`src/rtl/fmac_sched.sv`:
```
// Run-time-length multiply-accumulate sequencer driving an external pipelined fmul and fadd.
// Issues one operand pair every ADD_LAT+2 cycles so the adder always sees the previous sum.
module fmac_sched #(
  parameter int WE      = 8,
  parameter int WF      = 23,
  parameter int MUL_LAT = 2,
  parameter int ADD_LAT = 1,
  parameter int CNT_W   = 16,
  localparam int W      = WE + WF + 3
) (
  input  logic             clk,
  input  logic             reset,
  input  logic             start,
  input  logic [CNT_W-1:0] n_elems,
  input  logic [W-1:0]     init_val,
  output logic             busy,
  input  logic             in_valid,
  output logic             in_ready,
  input  logic [W-1:0]     in_x,
  input  logic [W-1:0]     in_y,
  output logic [W-1:0]     fmul_x,
  output logic [W-1:0]     fmul_y,
  input  logic [W-1:0]     fmul_r,
  output logic [W-1:0]     fadd_x,
  output logic [W-1:0]     fadd_y,
  input  logic [W-1:0]     fadd_r,
  output logic             done,
  output logic [W-1:0]     result
);

  localparam int II   = ADD_LAT + 2;
  localparam int CD_W = $clog2(II);
  localparam logic [CD_W-1:0] CD_INIT = CD_W'(II - 1);

  typedef enum logic [1:0] {IDLE, RUN, DRAIN, DONE} state_t;

  state_t           state, state_nxt;
  logic [CNT_W-1:0] n_reg, cnt, cnt_inc;
  logic [CD_W-1:0]  cool;
  logic [W-1:0]     acc;
  logic [MUL_LAT:0] mv, mv_nxt;
  logic [ADD_LAT:0] av, av_nxt;
  logic             accept, mul_tap, add_tap;

  assign in_ready = (state == RUN) && (cool == '0) && (cnt != n_reg);
  assign accept   = in_ready && in_valid;
  assign cnt_inc  = cnt + CNT_W'(1);
  assign mul_tap  = mv[MUL_LAT];
  assign add_tap  = av[ADD_LAT];
  // Both latencies must be at least 1 for these shifts to be well formed.
  assign mv_nxt   = {mv[MUL_LAT-1:0], accept};
  assign av_nxt   = {av[ADD_LAT-1:0], mul_tap};

  always_ff @(posedge clk) begin
    if (!reset) state <= IDLE;
    else        state <= state_nxt;
  end

  always_comb begin
    state_nxt = state;
    case (state)
      IDLE:  if (start) state_nxt = (n_elems == '0) ? DONE : RUN;
      RUN:   if (accept && (cnt_inc == n_reg)) state_nxt = DRAIN;
      // Leave as soon as the final accumulator write lands this cycle.
      DRAIN: if ((mv_nxt == '0) && (av_nxt == '0)) state_nxt = DONE;
      DONE:  state_nxt = IDLE;
      default: state_nxt = IDLE;
    endcase
  end

  always_comb begin
    busy = 1'b0;
    done = 1'b0;
    case (state)
      RUN, DRAIN: busy = 1'b1;
      DONE: begin
        busy = 1'b1;
        done = 1'b1;
      end
      default: ;
    endcase
  end

  always_ff @(posedge clk) begin
    if (!reset) begin
      n_reg  <= '0;
      cnt    <= '0;
      cool   <= '0;
      acc    <= '0;
      mv     <= '0;
      av     <= '0;
      fmul_x <= '0;
      fmul_y <= '0;
      fadd_x <= '0;
      fadd_y <= '0;
      result <= '0;
    end else begin
      mv <= mv_nxt;
      av <= av_nxt;
      if (state == IDLE && start) begin
        n_reg <= n_elems;
        acc   <= init_val;
        cnt   <= '0;
        cool  <= '0;
      end else begin
        if (accept) begin
          fmul_x <= in_x;
          fmul_y <= in_y;
          cnt    <= cnt_inc;
          cool   <= CD_INIT;
        end else if (cool != '0) begin
          cool <= cool - CD_W'(1);
        end
        if (mul_tap) begin
          fadd_x <= fmul_r;
          fadd_y <= acc;
        end
        if (add_tap) acc <= fadd_r;
      end
      if (state == DONE) result <= acc;
    end
  end

endmodule

```
`config.mk`:
```
export PLATFORM = sky130hd
export DESIGN_NAME = fmac_sched
export DESIGN_NICKNAME = d
export VERILOG_FILES = /design/src/rtl/fmac_sched.sv
export SDC_FILE = /design/constraint.sdc
export NUM_CORES = 1
export LEC_CHECK = 0
export BUFFER_PORTS_ARGS = -buffer_cell sky130_fd_sc_hd__buf_2
export CAP_MARGIN = 20
export CORE_AREA = 2 2 140 142
export DETAILED_ROUTE_END_ITERATION = 8
export DIE_AREA = 0 0 142 144
export GPL_TIMING_DRIVEN = 0
export PLACE_DENSITY = 0.88
export SYNTH_ARGS = -nofsm -noshare
export SYNTH_HDL_FRONTEND = slang
export SYNTH_SLANG_ARGS = --single-unit
```
`constraint.sdc`:
```
create_clock -name clk -period 4.8 [get_ports clk]
set_input_delay 0.96 -clock clk [delete_from_list [all_inputs] [get_ports clk]]
set_output_delay 0.96 -clock clk [all_outputs]
set_load 0.02 [all_outputs]
```
==> run_results.csv <==
group,metric,value,unit
synthesis,synthAdderAreaFrac,0.742,%
route,wl_per_cell,17.3,um
cts,cts_buffers,26,
finish,nets,1724,
finish,drive_above_1_share,27.1,%
synthesis,async_flop_share,0,%
cts,path_clk_slew,0.06,ns
cts,cts_resized,0,
synthesis,synthSimpleGateAreaFrac,20.0,%
grt,grt_max_degree,14,
route,first_pass_iters,5,
cts,postCtsHoldBufs,0,
grt,grt_pass1_vias,9029,
sta,fmax,310,MHz
floorplanning,start_util,53.0,%
grt,overflow,0,
placement,gp_congestion,0.924,
sta,final-max-slew-violation-count,0,
cts,cts_tree,"done",
floorplanning,ios,363,
run,drv_cap,0,
setup_path,crit_required,3.84,ns
cts,cts_setup_buffers,0,
synthesis,synthTopCellsByArea,"dfxtp_1 (48%), nand2_1 (13%), a21boi_0 (9.9%)",
setup_path,crit_buf_inv,2,
sta,fin_crit,3.22,ns
power,ir_drop,0.293,mV
finish,areaGrowthSynthToFinish,29.0,%
setup_path,path_max_fanout,7,
cts,clk_root_buffer_cell,"clkbuf_16",
power,p_leak,5.76,nW
sta,period_share,67.2,%
synthesis,post-synth-top-count-cell,"nand2_1",
sta,clock_skew,0.0178,ns
finish,fillCellCount,1511,
setup_path,cp-start-kind,"flop",
setup_path,path_cells,"clkbuf_1, xnor2_1, nand2_1, or4_1, o211a_1, buf_2",
sta,rsz0062_at_grt,"false",
synthesis,synth_top_area_share,48.5,%
route,routed_wl,30900,um
synthesis,synth_flop_cell,"dfxtp_1",
cts,cts_sinks,245,
floorplanning,rows,51,
sta,worst_slew_pin_slew,0.806,ns
placement,io_buffers,361,
sta,relSlewSlack,46.3,%
power,power_density,382,nW/um^2
synthesis,seq_area_frac_synth,48.5,%
synthesis,synth_top_family_by_area,"simple AND/OR/NAND/NOR gates",
synthesis,ys_warn_count,0,
sta,hold_violations,0,
route,final_antenna_net_count,0,
synthesis,ys_types,48,
synthesis,synth_top_area_cell,"dfxtp_1",
setup_path,crit_family,"simple AND/OR/NAND/NOR gates",
synthesis,syn-mean-instance-area,8.88,um^2
finish,antenna_cells,0,
finish,multi_input_area,4860,um^2
floorplanning,fp.dieW,142,um
sta,holdWs,0.448,ns
finish,register_area,4900,um^2
synthesis,synth-xor-area-share,3.28,%
synthesis,synth_edf_count,0,
synthesis,synthTopCellsByCount,"nand2_1 (360), dfxtp_1 (245), a21boi_0 (133)",
sta,setup_viol,0,
setup_path,critPathKind,"flop to output port",
route,first_iter_violations,467,
grt,antenna_found_initial,0,
route,drcViolationCount,0,
setup_path,arrival,2.26,ns
floorplanning,core,19100,um^2
synthesis,yosys-mux-area-fraction,7.12,%
run_status,outcome,"finished clean",
sta,setup_tns,0,ns
setup_path,cp_slowest_cell,"or4_1",
synthesis,synth-seq-cells,245,
synthesis,syn_area,10100,um^2
setup_path,cp-end-kind,"output port",
grt,grt_usage,28.8,%
synthesis,synth_compound_area_share,16.9,%
setup_path,cpPeakStageDelay,0.44,ns
cts,clock_path_buffers,3,
placement,place_hpwl,23200,um
cts,clkLatencyLatePin,0.52,ns
route,vias_per_cell,5.25,
synthesis,synthCells,1139,
worst_hold_path,min_path_type,"flop to flop",
route,num_vias,9369,
cts,h-tree-depth,1,
floorplanning,die_h,144,um
synthesis,synth_nets,1335,
floorplanning,die_area,20400,um^2
grt,grt_pass1_wl,46500,um
## where the power goes
group          total, mW  internal, mW  switching, mW
sequential          2.25          2.16         0.0918
clock               1.94          1.13          0.809
combinational      0.786         0.311          0.476
## final timing paths
kind,from,to,slack (ns),depth (start not counted)
worst max-delay path,cnt[9]$_SDFFE_PP0P_,in_ready,1.58,6
worst max register to register,state[0]$_SDFFE_PN0P_,fadd_x[17]$_SDFFE_PN0P_,1.62,9
worst min register to register,fmul_y[0]$_SDFFE_PN0P_,fmul_y[0]$_SDFFE_PN0P_,0.45,2
worst min-delay path,fmul_y[0]$_SDFFE_PN0P_,fmul_y[0]$_SDFFE_PN0P_,0.45,2
## cell type report
cell class / instances / area share [%]
buffer: 81 / 2.61
clock buffer: 39 / 6.06
clock inverter: 6 / 0.278
inverter: 4 / 0.115
multi-input combinational: 809 / 37.2
sequential: 245 / 37.6
tap: 238 / 2.28
timing repair buffer: 361 / 13.8
## kinds of logic after synthesis
kind of cell	count (synthesis)
xor gates and xnor gates	37
adders and majority gates	6
buffers and inverters	85
DFF	245
muxes	72
and+or+nand+nor	477
AOI/OAI and AO/OA	217
## through the flow
stage / area [um^2] / power [mW] / setup WS [ns] / instances / utilization (%)
floorplan: 10100 / 2.77 / 2.33 / 1139 / -
global placement: 12200 / 3.05 / 1.44 / 1738 / 64.1
detailed placement: 12200 / 3.07 / 1.37 / 1738 / 64.1
CTS: 13000 / 4.99 / 1.56 / 1783 / 68.4
global route: 13000 / 5.16 / 1.44 / 1783 / 68.4
finish: 13000 / 4.98 / 1.58 / 1783 / 68.4
## tightest hold or removal path, cell delays in order, from the launching register on
cell and delay [ns]:
dfxtp_1 0.30, nand2_1 0.05, a21boi_1 0.05
## cell usage in the layout (no fill, tap or decap), types with 2 or more instances in the layout
| cell | Yosys | layout |
|---|---|---|
| a211oi_1 | 2 | 2 |
| a21boi_0 | 133 | 133 |
| a21boi_1 | 20 | 20 |
| a21oi_1 | 5 | 5 |
| a31oi_1 | 2 | 2 |
| and2_1 | 10 | 10 |
| and3_1 | 4 | 4 |
| buf_1 | 6 | 6 |
| buf_2 | 8 | 369 |
| buf_4 | 3 | 3 |
| buf_6 | 2 | 2 |
| clkbuf_1 | 62 | 67 |
| clkbuf_16 | 0 | 27 |
| clkbuf_8 | 0 | 7 |
| clkinv_2 | 0 | 5 |
| dfxtp_1 | 245 | 245 |
| ha_1 | 6 | 6 |
| inv_1 | 4 | 4 |
| mux2i_1 | 72 | 72 |
| nand2_1 | 360 | 360 |
| nand2b_1 | 2 | 2 |
| nand3_1 | 12 | 12 |
| nand4_1 | 5 | 5 |
| nor2_1 | 25 | 25 |
| nor2b_1 | 37 | 37 |
| nor3_1 | 4 | 4 |
| nor3b_1 | 4 | 4 |
| nor4_1 | 5 | 5 |
| o211a_1 | 36 | 36 |
| o211ai_1 | 2 | 2 |
| o21ai_0 | 7 | 7 |
| or3_1 | 2 | 2 |
| or4_1 | 2 | 2 |
| xnor2_1 | 14 | 14 |
| xor2_1 | 22 | 22 |
## layer usage
metal	global-route usage, %	vias up	part of all wire, %
met5	0	-	0
met4	10.1	0	3.4
met3	7.09	74	6.9
met2	50.0	286	49
met1	34.9	4449	41
li1	-	4560	-
Note: power is estimated with default switching activity, not from simulation.
